<file path="config.mk">
export PLATFORM = sky130hd
export DESIGN_NAME = regfile_wb_arbiter
export DESIGN_NICKNAME = d
export VERILOG_FILES = /design/src/rtl/regfile_wb_pkg.sv /design/src/rtl/regfile_wb_fifo.sv /design/src/rtl/regfile_wb_arbiter.sv
export SDC_FILE = /design/constraint.sdc
export NUM_CORES = 1
export LEC_CHECK = 0
export ABC_AREA = 1
export ABC_CLOCK_PERIOD_IN_PS = 6600
export CAP_MARGIN = 20
export CORE_MARGIN = 4
export CORE_UTILIZATION = 53
export CTS_CLUSTER_SIZE = 10
export DETAILED_ROUTE_END_ITERATION = 8
export GPL_TIMING_DRIVEN = 0
export PLACE_DENSITY = 0.85
export SLEW_MARGIN = 30
export SYNTH_ARGS = -nofsm -noshare
export SYNTH_HDL_FRONTEND = slang
export SYNTH_SLANG_ARGS = --single-unit
</file>
<file path="constraint.sdc">
create_clock -name clk -period 6.6 [get_ports clk]
set_clock_uncertainty 0.1 [all_clocks]
set_input_delay 1.32 -clock clk [delete_from_list [all_inputs] [get_ports clk]]
set_output_delay 1.32 -clock clk [all_outputs]
set_load 0.02 [all_outputs]
</file>
<file path="src/rtl/regfile_wb_pkg.sv">
// Shared widths and the buffered write-back entry type for the register file
// write-back arbiter.
package regfile_wb_pkg;

  localparam int DATA_W = 32;
  localparam int ADDR_W = 5;

  typedef struct packed {
    logic              valid;
    logic [ADDR_W-1:0] addr;
    logic [DATA_W-1:0] data;
  } wb_entry_t;

endpackage

</file>
<file path="src/rtl/regfile_wb_fifo.sv">
// Small synchronous FIFO holding long-latency write-back entries.
// With REGFILE_WB_SQUASH_EN defined, every slot carries an address comparator
// so a younger pipeline write can invalidate older buffered results in place.
module wb_fifo
  import regfile_wb_pkg::*;
#(
  parameter int DEPTH = 2
) (
  input  logic                     clk,
  input  logic                     resetn,
  input  logic                     push,
  input  wb_entry_t                push_entry,
  input  logic                     pop,
  output wb_entry_t                head,
  output logic [$clog2(DEPTH):0]   count,
  output logic                     full,
  output logic                     empty
`ifdef REGFILE_WB_SQUASH_EN
  ,
  input  logic                     clr_en,
  input  logic [ADDR_W-1:0]        clr_addr
`endif
);

  localparam int PTR_W = $clog2(DEPTH);
  localparam int CNT_W = PTR_W + 1;
  localparam logic [CNT_W-1:0] DEPTH_C = CNT_W'(DEPTH);

  wb_entry_t        mem [DEPTH];
  logic [PTR_W-1:0] wr_ptr;
  logic [PTR_W-1:0] rd_ptr;
  logic             do_push;
  logic             do_pop;

  assign full    = (count == DEPTH_C);
  assign empty   = (count == '0);
  assign do_push = push && !full;
  assign do_pop  = pop && !empty;
  assign head    = mem[rd_ptr];

  // Pointer and occupancy bookkeeping; reset empties the buffer.
  always_ff @(posedge clk or negedge resetn) begin
    if (!resetn) begin
      wr_ptr <= '0;
      rd_ptr <= '0;
      count  <= '0;
    end else begin
      if (do_push) wr_ptr <= wr_ptr + 1'b1;
      if (do_pop)  rd_ptr <= rd_ptr + 1'b1;
      if (do_push && !do_pop)      count <= count + 1'b1;
      else if (do_pop && !do_push) count <= count - 1'b1;
    end
  end

  // Entry storage; a squashed slot keeps its place and only loses its valid bit.
  always_ff @(posedge clk) begin
`ifdef REGFILE_WB_SQUASH_EN
    if (clr_en) begin
      for (int i = 0; i < DEPTH; i++) begin
        if (mem[i].addr == clr_addr) mem[i].valid <= 1'b0;
      end
    end
`endif
    if (do_push) mem[wr_ptr] <= push_entry;
  end

endmodule

</file>
<file path="src/rtl/regfile_wb_arbiter.sv">
// Write-back arbiter for the register file's single write port. Merges the
// in-order pipeline WB stream with buffered long-latency results, with a
// starvation counter that forces the buffer head out after STARVE_LIMIT
// waiting cycles. Optional WAW squash is enabled by REGFILE_WB_SQUASH_EN.
// Data and address widths come from regfile_wb_pkg.
module regfile_wb_arbiter
  import regfile_wb_pkg::*;
#(
  parameter int BUF_DEPTH    = 2,
  parameter int STARVE_LIMIT = 4
) (
  input  logic              clk,
  input  logic              resetn,
  input  logic              pipe_valid,
  input  logic [ADDR_W-1:0] pipe_waddr,
  input  logic [DATA_W-1:0] pipe_wdata,
  output logic              pipe_ready,
  input  logic              lu_valid,
  input  logic [ADDR_W-1:0] lu_waddr,
  input  logic [DATA_W-1:0] lu_wdata,
  output logic              lu_ready,
  output logic              rf_wen,
  output logic [ADDR_W-1:0] rf_waddr,
  output logic [DATA_W-1:0] rf_wdata,
  output logic              busy
);

  localparam int CNT_W = $clog2(BUF_DEPTH) + 1;
  localparam int SC_W  = $clog2(STARVE_LIMIT + 1);
  localparam logic [SC_W-1:0] LIMIT_C = SC_W'(STARVE_LIMIT);

  logic             buf_full;
  logic             buf_empty;
  logic [CNT_W-1:0] buf_count;
  wb_entry_t        head;
  wb_entry_t        push_entry;
  logic             push;
  logic             pop;
  logic             pipe_fire;
  logic             lu_fire;
  logic             lu_squash;
  logic [SC_W-1:0]  starve_cnt;
  logic             starve_hit;

  // Handshakes depend only on registered state so upstream sees no comb loop.
  assign starve_hit = (starve_cnt == LIMIT_C);
  assign pipe_ready = !(buf_full || starve_hit);
  assign lu_ready   = !buf_full;
  assign busy       = (buf_count != '0);

  assign pipe_fire  = pipe_valid && pipe_ready;
  assign lu_fire    = lu_valid && lu_ready;
  assign pop        = !pipe_fire && !buf_empty;

`ifdef REGFILE_WB_SQUASH_EN
  // A same-cycle lu result to the pipeline's destination is already stale.
  assign lu_squash  = pipe_fire && (lu_waddr == pipe_waddr);
`else
  assign lu_squash  = 1'b0;
`endif

  // Results for x0 are consumed but never buffered.
  assign push       = lu_fire && (lu_waddr != '0) && !lu_squash;
  assign push_entry = '{valid: 1'b1, addr: lu_waddr, data: lu_wdata};

  wb_fifo #(
    .DEPTH (BUF_DEPTH)
  ) u_fifo (
    .clk        (clk),
    .resetn     (resetn),
    .push       (push),
    .push_entry (push_entry),
    .pop        (pop),
    .head       (head),
    .count      (buf_count),
    .full       (buf_full),
    .empty      (buf_empty)
`ifdef REGFILE_WB_SQUASH_EN
    ,
    .clr_en     (pipe_fire && (pipe_waddr != '0)),
    .clr_addr   (pipe_waddr)
`endif
  );

  // Starvation counter: cycles the head waits while the pipeline owns the port.
  always_ff @(posedge clk or negedge resetn) begin
    if (!resetn) begin
      starve_cnt <= '0;
    end else if (buf_empty || pop) begin
      starve_cnt <= '0;
    end else if (!starve_hit) begin
      starve_cnt <= starve_cnt + 1'b1;
    end
  end

  // Registered write port: pipeline wins, else the popped head if still valid.
  always_ff @(posedge clk or negedge resetn) begin
    if (!resetn) begin
      rf_wen   <= 1'b0;
      rf_waddr <= '0;
      rf_wdata <= '0;
    end else if (pipe_fire) begin
      rf_wen   <= (pipe_waddr != '0);
      rf_waddr <= pipe_waddr;
      rf_wdata <= pipe_wdata;
    end else if (pop) begin
      rf_wen   <= head.valid && (head.addr != '0);
      rf_waddr <= head.addr;
      rf_wdata <= head.data;
    end else begin
      rf_wen   <= 1'b0;
    end
  end

endmodule

</file>
==> key figures, run 1 <==
Timing
  • Tcrit/Tclk final: 53.0%
  • Setup TNS: 0 ns
  • Slew Limit Fails: 0
  • # setup viols final: 0
  • Final Hold Viols: 0
  • RSZ-0062 raised after global routing: false
  • Max_slew headroom: 58.8%
  • Worst-Margin Slew: 0.617 ns
  • Max frequency: 0.286 GHz
  • Fin crit period: 3.50 ns

Worst setup path
  • Critical Path Fanout Max: 10
  • Reg2reg setup slack: 4.66 ns
  • Cell Chain, Critical Path: nor2_1, inv_2, buf_2, clkdlybuf4s50_1
  • CP Data Required Time: 5.18 ns
  • Delay-heaviest family, CP: buffers and inverters
  • Max incr delay on CP: 0.64 ns
  • Kind of critical path: flop to output port
  • Arr. time, crit path: 2.08 ns
  • Worst Setup End Kind: output port
  • CP bufs+invs: 3
  • Crit start category: flop
  • Crit path max-delay cell type: clkdlybuf4s50_1

CTS
  • Hold-fix buffers, CTS: 0
  • Clock-pin slew on the worst setup and hold paths: 0.06 ns
  • Clock Latency Late Sink: 0.51 ns
  • Post-CTS setup buffer count: 0
  • Clock sink total: 119
  • Resize count post-CTS: 0
  • Root buffer cell: clkbuf_8
  • CTS Buf Count: 17
  • CTS max path bufs: 2
  • # H-tree levels: 4
  • CTS tree: built

Floorplanning
  • IO Count: 119
  • Die X-Extent: 104 µm
  • Die Ht: 104 µm
  • Initial core utilization: 55.1%
  • Core area: 0.00885 mm²
  • Die area: 0.0108 mm²
  • Row cnt: 34

Detailed routing
  • Via count: 3,790
  • Highest Signal Layer: met4
  • Routed wire length: 12.2 mm
  • DRC: 0
  • Initial drt markers: 239
  • Via density: 5.31
  • Wire length on met2: 6.35 mm
  • WL/cell: 17.2 µm
  • DRT Pass-1 Iters: 5
  • DR WL met3: 926 µm
  • Post-route ant nets: 0
  • Met1 wire length: 4.68 mm

Placed design
  • Dpl cells: 682
  • Final Wtd Congestion: 0.772
  • Buffers on Ports: 118
  • HPWL after DPL: 8.35 mm

Min path
  • Worst hold path type: flop to flop

Cells and area
  • Fill cell count: 552
  • Layout cells sized above 1: 12.4%
  • Highest-count cells in the layout ignoring fill and taps: nand2_1, clkdlybuf4s50_1, nand3_1, edfxtp_1, dfrtp_1
  • Area Overhead vs Synth: 40.6%
  • Fin nets: 674
  • N_diodes: 0
  • Most common cell after layout, fill and taps aside: nand2_1
  • Post-Layout Cell Count: 714

Yosys
  • Unique masters post-synth: 22
  • Mean Syn Cell Area: 10.7 µm²
  • Ys Warns: 0
  • Post-synthesis register bit count: 119
  • Sequential area share after synthesis: 68.7%
  • Synth Cell Area: 0.00487 mm²
  • Syn Inst Count: 454
  • Syn nets: 535

Global routing
  • Total grt overflow: 0
  • Antenna violations before repair: 0
  • GRT Util Overall: 23.7%
  • Largest net degree at the start of global routing: 46
  • Vias in the first global route: 4,055
  • Global-route wire length before repair: 19.9 mm

Power and ir drop
  • Pwr/cell area: 490 mW/mm²
  • Worst VDD drop: 0.235 mV
  • Static Leak: 2.92 nW

Job
  • Max-Cap Viols: 0

Run status
  • Outcome: finished, final reports clean
## path summary, 6_finish.rpt
| kind | startpoint | endpoint | cells past startpoint |
|---|---|---|---|
| worst max-delay path | u_fifo.count[1]$_DFFE_PN0P_ | busy | 4 |
| worst min-delay path | starve_cnt[0]$_DFFE_PN0P_ | starve_cnt[0]$_DFFE_PN0P_ | 1 |
| worst max register to register | u_fifo.count[0]$_DFFE_PN0P_ | u_fifo.mem[1][34]$_DFFE_PP_ | 5 |
| worst min register to register | starve_cnt[0]$_DFFE_PN0P_ | starve_cnt[0]$_DFFE_PN0P_ | 1 |
| max in group asynchronous | resetn | rf_wdata[23]$_DFFE_PN0P_ | 1 |
| min in group asynchronous | resetn | rf_wdata[29]$_DFFE_PN0P_ | 1 |
## per-layer routing
layer  vias up  global-route usage (%)
met5         -                       0
met1      1798                    26.4
met4         0                    9.21
li1       1799                       -
met3        30                    7.88
met2       163                    42.0
## stage by stage
step           hold WS, ns  setup WS, ns  util, %  total power, W  cell area [µm²]
6_report             0.371          3.10     77.4         0.00335             6850
3_3_place_gp         0.353          1.58     70.0         0.00235             6190
3_5_place_dp         0.368          3.18     70.6         0.00242             6250
5_1_grt              0.400          3.02     77.4         0.00354             6850
2_1_floorplan        0.342          2.95        -         0.00188             4870
4_1_cts              0.375          3.08     77.4         0.00336             6850
## final cells by class
type | instances | area, µm² | area share [%]
Inverter | 13 | 48.8 | 0.712
Buffer | 23 | 145 | 2.12
Multi-Input combinational cell | 299 | 1340 | 19.5
Tap cell | 108 | 135 | 1.97
Timing Repair Buffer | 120 | 1230 | 18.0
Clock inverter | 14 | 183 | 2.67
Sequential cell | 119 | 3350 | 48.9
Clock buffer | 18 | 418 | 6.10
## Yosys cell counts
library cell	number	area share, %
nand2_4	1	0.23
xor2_1	1	0.18
buf_4	3	0.46
nand3_2	1	0.21
nand2_1	185	14
inv_2	4	0.31
nand3_1	76	7.8
dfrtp_1	45	23
nor2_4	1	0.23
nor2_1	10	0.77
buf_2	14	1.4
xnor2_1	3	0.54
clkbuf_1	2	0.15
edfxtp_1	74	46
nor3_1	2	0.21
buf_6	4	0.92
nor3b_1	1	0.15
nand2_2	12	1.5
nand4_1	1	0.13
nand3b_1	2	0.31
inv_1	9	0.69
ha_1	3	0.77
## state kept, by name, summed over array words and instances (netlist names)
signal and cells:
u_fifo.count 2, rf_wdata 32, u_fifo.wr_ptr 1, starve_cnt 3, rf_wen 1, u_fifo.rd_ptr 1, rf_waddr 5, u_fifo.mem 74
## power by group
| part | internal (W) | switching, W |
|---|---|---|
| logic | 0.000512 | 0.000757 |
| registers | 0.00105 | 0.000106 |
| clock network | 0.000609 | 0.000320 |
## cell families after synthesis
logic type,synth area share [%]
flip-flops,68.7
buffers and inverters,3.98
AND/OR/NAND/NOR,25.8
adder cells (fa/ha/maj),0.770
XOR/XNOR,0.719
Power figures use the tool's default switching activity.
==> inputs of run 2 (changes only) <==
--- a/config.mk
+++ b/config.mk
@@ -6,14 +6,14 @@
 export NUM_CORES = 1
 export LEC_CHECK = 0
 export ABC_AREA = 1
-export ABC_CLOCK_PERIOD_IN_PS = 6600
+export ABC_CLOCK_PERIOD_IN_PS = 2800
 export CAP_MARGIN = 20
 export CORE_MARGIN = 4
-export CORE_UTILIZATION = 53
+export CORE_UTILIZATION = 44
 export CTS_CLUSTER_SIZE = 10
 export DETAILED_ROUTE_END_ITERATION = 8
 export GPL_TIMING_DRIVEN = 0
-export PLACE_DENSITY = 0.85
+export PLACE_DENSITY = 0.75
 export SLEW_MARGIN = 30
 export SYNTH_ARGS = -nofsm -noshare
 export SYNTH_HDL_FRONTEND = slang
==> constraint.sdc (replaced) <==
create_clock -name clk -period 2.8 [get_ports clk]
set_clock_uncertainty 0.1 [all_clocks]
set_input_delay 0.56 -clock clk [delete_from_list [all_inputs] [get_ports clk]]
set_output_delay 0.56 -clock clk [all_outputs]
set_load 0.02 [all_outputs]
==> key figures, run 2 (synthesis gave the netlist of run 1 again) <==
Floorplanning
  • Die X-Extent: 113 µm
  • Core area: 0.0108 mm²
  • Die Ht: 113 µm
  • Initial core utilization: 45.0%
  • Die area: 0.0128 mm²
  • Row cnt: 38
  • IO Count: 119

CTS
  • # H-tree levels: 4
  • Clock sink total: 119
  • CTS tree: built
  • Clock-pin slew on the worst setup and hold paths: 0.05 ns
  • CTS Buf Count: 17
  • Clock Latency Late Sink: 0.51 ns
  • CTS max path bufs: 2
  • Root buffer cell: clkbuf_8

Worst setup path
  • Cell mode on critical path: inv_1
  • Reg2reg start: u_fifo.count[1]$_DFFE_PN0P_
  • Worst Setup End Kind: output port
  • Kind of critical path: flop to output port
  • Crit path max-delay cell type: clkdlybuf4s50_1
  • CP Data Required Time: 2.14 ns
  • Worst reg2reg path endpoint: u_fifo.mem[1][6]$_DFFE_PP_
  • Critical Path Fanout Max: 3
  • Max incr delay on CP: 0.59 ns
  • Cell Chain, Critical Path: inv_1, ha_1, nand2_1, nand2_2, inv_1, clkdlybuf4s50_1
  • Arr. time, crit path: 1.95 ns
  • R2R depth: 4
  • Crit start category: flop
  • Reg2reg setup slack: 0.84 ns

Timing
  • Final Hold Viols: 0
  • Slew Limit Fails: 0
  • Setup TNS: 0 ns
  • # setup viols final: 0
  • RSZ-0062 raised after global routing: false
  • Max_slew headroom: 56.2%
  • Tcrit/Tclk final: 93.4%
  • Fin crit period: 2.61 ns
  • Max frequency: 0.382 GHz
  • Worst-Margin Slew: 0.656 ns

Cells and area
  • Max FFs per register: 74
  • Fill cell count: 848
  • Biggest register: u_fifo.mem
  • Area Overhead vs Synth: 42.6%
  • Biggest regs: u_fifo.mem (74), rf_wdata (32), rf_waddr (5)
  • Layout cells sized above 1: 12.2%
  • Core Util, Final: 64.1%
  • Post-Layout Cell Count: 747
  • Most common cell after layout, fill and taps aside: nand2_1
  • N_diodes: 0
  • Final std cell area, no fill: 0.00695 mm²
  • Highest-count cells in the layout ignoring fill and taps: nand2_1, clkdlybuf4s50_1, nand3_1, edfxtp_1, dfrtp_1
  • Fin nets: 675

Detailed routing
  • Routed wire length: 11.9 mm
  • WL/cell: 15.9 µm
  • DRT Pass-1 Iters: 4
  • Post-route ant nets: 0
  • Via count: 3,680
  • DRC: 0
  • Via density: 4.93
  • Initial drt markers: 208

Job
  • Max-Cap Viols: 0

Power and ir drop
  • Static Leak: 2.96 nW
  • Worst VDD drop: 0.576 mV
  • Power, Total: 0.00801 W
  • Pwr/cell area: 1150 mW/mm²

Placed design
  • Final Wtd Congestion: 0.789
  • DP Area: 0.00629 mm²
  • Dpl cells: 714
  • Buffers on Ports: 118
  • HPWL after DPL: 8.39 mm

Run status
  • Outcome: finished, final reports clean

Min path
  • Worst hold path type: flop to flop
  • Hold endpoint: rf_wdata[18]$_DFFE_PN0P_
  • Hold path cells: 2
  • HP Start: rf_wdata[18]$_DFFE_PN0P_

Global routing
  • Global-route wire length before repair: 19.1 mm
  • Antenna violations before repair: 0
  • GRT Util Overall: 19.5%
  • Vias in the first global route: 3,900
  • Total grt overflow: 0
  • Largest net degree at the start of global routing: 46
run 2: changes by cell type in the layout (fill, tap and decap cells not counted), sizes merged:
cell	delta
bufinv	+1
clkbuf	+5
clkdlybuf4s50	-1
clkinv	-5
clkinvlp	-1
dlygate4sd3	+1
dlymetal6s2s	+1
run 2: layout make-up:
| class | instances | area, µm² | area share [%] |
|---|---|---|---|
| clock inverter | 9 | 169 | 2.43 |
| buffer | 23 | 145 | 2.09 |
| tap | 140 | 175 | 2.52 |
| sequential | 119 | 3350 | 48.2 |
| inverter | 13 | 48.8 | 0.702 |
| multi-input combinational | 299 | 1340 | 19.3 |
| timing repair buffer | 121 | 1250 | 17.9 |
| clock buffer | 23 | 477 | 6.86 |
run 2: worst max-delay path by stage:
stage | startpoint | endpoint | slack, ns | cells after the start
finish | starve_cnt[0]$_DFFE_PN0P_ | pipe_ready | 0.19 | 6
global route | starve_cnt[0]$_DFFE_PN0P_ | pipe_ready | 0.03 | 6
CTS | u_fifo.count[1]$_DFFE_PN0P_ | busy | 0.03 | 4
detailed placement | lu_waddr[3] | u_fifo.mem[1][17]$_DFFE_PP_ | 0.12 | 6
floorplan | lu_waddr[3] | u_fifo.mem[1][0]$_DFFE_PP_ | 0.52 | 4
global placement | lu_waddr[3] | u_fifo.mem[1][10]$_DFFE_PP_ | -0.64 | 5
run 2: worst max-delay path, delay by kind of cell, from the launching register on:
kind                     cells  cell delay, ns
adder cells (fa/ha/maj)      1            0.18
buffers and inverters        3            0.69
flip-flops                   1            0.37
AND/OR/NAND/NOR              2            0.20
run 2: metal layers:
metal / vias up / global-route usage [%] / routed length [µm]
met1: 1733 / 22.7 / 4500
met4: 0 / 7.53 / 178
li1: 1791 / - / -
met5: - / 0 / 0
met2: 142 / 34.0 / 6330
met3: 14 / 5.61 / 860
run 2: metrics by stage:
stage	setup slack, ns	hold WS, ns
2_1_floorplan	0.520	0.164
3_3_place_gp	-0.639	0.353
3_5_place_dp	0.121	0.371
4_1_cts	0.0259	0.385
5_1_grt	0.0340	0.399
6_report	0.185	0.378
run 2: timing repair:
item	in CTS	in global routing
hold buffers	1	0
buffers inserted	0	0
endpoints found under the hold margin	45	0
endpoints found under the setup margin	0	1
resized for setup	0	1
run 2: power breakdown:
group / switching (W) / total (W) / internal [W] / leakage, nW
logic: 0.00176 / 0.00297 / 0.00120 / 1.40
clock network: 0.000711 / 0.00233 / 0.00162 / 0.319
registers: 0.000240 / 0.00271 / 0.00247 / 1.24
==> inputs of run 3 (changes only) <==
--- a/config.mk
+++ b/config.mk
@@ -6,14 +6,15 @@
 export NUM_CORES = 1
 export LEC_CHECK = 0
 export ABC_AREA = 1
-export ABC_CLOCK_PERIOD_IN_PS = 2800
+export ABC_CLOCK_PERIOD_IN_PS = 2990
 export CAP_MARGIN = 20
-export CORE_MARGIN = 4
-export CORE_UTILIZATION = 44
+export CORE_MARGIN = 3
+export CORE_UTILIZATION = 49
 export CTS_CLUSTER_SIZE = 10
 export DETAILED_ROUTE_END_ITERATION = 8
 export GPL_TIMING_DRIVEN = 0
-export PLACE_DENSITY = 0.75
+export PLACE_DENSITY = 0.79
+export RECOVER_POWER = 100
 export SLEW_MARGIN = 30
 export SYNTH_ARGS = -nofsm -noshare
 export SYNTH_HDL_FRONTEND = slang
==> constraint.sdc (replaced) <==
create_clock -name clk -period 2.99 [get_ports clk]
set_clock_uncertainty 0.1 [all_clocks]
set_input_delay 0.598 -clock clk [delete_from_list [all_inputs] [get_ports clk]]
set_output_delay 0.598 -clock clk [all_outputs]
set_load 0.02 [all_outputs]
==> key figures, run 3 (synthesis gave the netlist of run 1 again) <==
CTS
  • Hold-fix buffers, CTS: 0
  • Post-CTS setup buffer count: 0
  • Clock-pin slew on the worst setup and hold paths: 0.06 ns
  • Clock Latency Late Sink: 0.51 ns
  • Root buffer cell: clkbuf_8
  • CTS Buf Count: 17
  • CTS tree: built
  • Clock sink total: 119
  • Resize count post-CTS: 0
  • CTS max path bufs: 2
  • # H-tree levels: 4

Power and ir drop
  • Pwr/cell area: 1070 mW/mm²
  • Worst VDD drop: 0.519 mV
  • Static Leak: 2.95 nW

Cells and area
  • Biggest register: u_fifo.mem
  • Core Util, Final: 72.6%
  • Fill cell count: 654
  • Highest-count cells in the layout ignoring fill and taps: nand2_1, dlygate4sd3_1, nand3_1, edfxtp_1, dfrtp_1
  • Biggest regs: u_fifo.mem (74), rf_wdata (32), rf_waddr (5)
  • Layout cells sized above 1: 10.9%
  • Post-Layout Cell Count: 738
  • Storage cell area: 0.00335 mm²
  • Fin nets: 674
  • Area Overhead vs Synth: 40.9%
  • Most common cell after layout, fill and taps aside: nand2_1
  • Area of the multi-input gates: 0.00133 mm²
  • Max FFs per register: 74

Detailed routing
  • Routed wire length: 11.8 mm
  • DRT Pass-1 Iters: 7
  • Via density: 5.00
  • Via count: 3,690
  • DRC: 0
  • Initial drt markers: 244
  • Post-route ant nets: 0
  • WL/cell: 16.0 µm

Timing
  • Slew Limit Fails: 0
  • Final Hold Viols: 0
  • # setup viols final: 0
  • Max_slew headroom: 20.4%
  • Final setup slack of the worst path: 0.158 ns
  • Worst-Margin Slew: 1.19 ns
  • Fin crit period: 2.83 ns
  • Max frequency: 0.353 GHz
  • RSZ-0062 raised after global routing: false
  • Tcrit/Tclk final: 94.7%

Global routing
  • GRT Util Overall: 22.1%
  • Antenna violations before repair: 3
  • Met3 Resource Use GR: 5.63%
  • Met1 usage: 26.7%
  • Routing usage on met2: 37.8%
  • Total grt overflow: 0
  • Vias in the first global route: 3,809
  • Largest net degree at the start of global routing: 46
  • Global-route wire length before repair: 19.0 mm
  • Most Crowded Layer GR: met2

Worst setup path
  • Reg2reg start: u_fifo.count[0]$_DFFE_PN0P_
  • Critical Path Fanout Max: 10
  • Worst Setup End Kind: output port
  • CP startpoint: u_fifo.count[1]$_DFFE_PN0P_
  • Arr. time, crit path: 2.13 ns
  • Kind of critical path: flop to output port
  • CP Data Required Time: 2.29 ns
  • Crit start category: flop

Floorplanning
  • Die X-Extent: 106 µm
  • Initial core utilization: 51.5%
  • IO Count: 119
  • Core area: 0.00946 mm²
  • Die Ht: 106 µm
  • Row cnt: 35
  • Die area: 0.0112 mm²

Placed design
  • Buffers on Ports: 118
  • Final Wtd Congestion: 0.780
  • Dpl cells: 703
  • HPWL after DPL: 8.25 mm
  • Pre-CTS WS: 0.322 ns

Job
  • Max-Cap Viols: 0

Min path
  • Worst hold path type: input port to async pin

Run status
  • Outcome: finished, final reports clean
==> run 3: cell types whose count changed in the layout (fill, tap and decap cells not counted), sizes merged <==
cell	before	now
buf	24	17
diode	0	3
dlygate4sd3	1	78
dlymetal6s2s	1	0
clkinvlp	0	3
clkbuf	25	26
clkdlybuf4s50	116	39
inv	13	16
==> run 3: path summary, 6_finish.rpt <==
check | cells after the start | endpoint | slack [ns]
max | 4 | busy | 0.16
min | 1 | rf_wdata[19]$_DFFE_PN0P_ | 0.23
max reg2reg | 5 | u_fifo.mem[0][36]$_DFFE_PP_ | 0.66
min reg2reg | 2 | rf_wdata[18]$_DFFE_PN0P_ | 0.37
max in group asynchronous | 1 | rf_wdata[25]$_DFFE_PN0P_ | 1.83
min in group clk | 2 | rf_wdata[18]$_DFFE_PN0P_ | 0.37
==> run 3: per-layer routing <==
| layer | routed length [µm] | vias to the layer above |
|---|---|---|
| met2 | 6060 | 123 |
| li1 | - | 1792 |
| met1 | 4840 | 1755 |
| met3 | 662 | 20 |
| met4 | 213 | 0 |
| met5 | 0 | - |
==> run 3: through the flow <==
stage / total power, W / setup TNS [ns] / instance area [µm²] / hold slack, ns
6_report: 0.00732 / 0 / 6870 / 0.230
2_1_floorplan: 0.00415 / 0 / 4870 / 0.202
3_5_place_dp: 0.00536 / 0 / 6280 / 0.361
5_1_grt: 0.00773 / 0 / 6870 / 0.316
4_1_cts: 0.00755 / 0 / 6920 / 0.00797
3_3_place_gp: 0.00518 / -54.29 / 6220 / 0.353
==> run 3: cell type report <==
cell class	instances	share of cell area [%]
Antenna cell	3	0.109
Buffer	23	1.86
Clock buffer	17	6.03
Clock inverter	15	3.28
Inverter	13	0.711
Multi-Input combinational cell	299	19.3
Sequential cell	119	48.8
Tap cell	129	2.35
Timing Repair Buffer	120	17.6
==> run 3: where the power goes <==
part | internal, W | total, W | switching, W
Combinational | 0.000968 | 0.00260 | 0.00164
Sequential | 0.00232 | 0.00254 | 0.000225
Clock | 0.00144 | 0.00218 | 0.000736
Total | 0.00473 | 0.00732 | 0.00260
==> run 3: worst max-delay path: stages, from the launching register on <==
cell and delay, ns:
dfrtp_1 0.43, nor2_1 0.10, inv_2 0.12, buf_2 0.25, dlygate4sd3_1 0.72
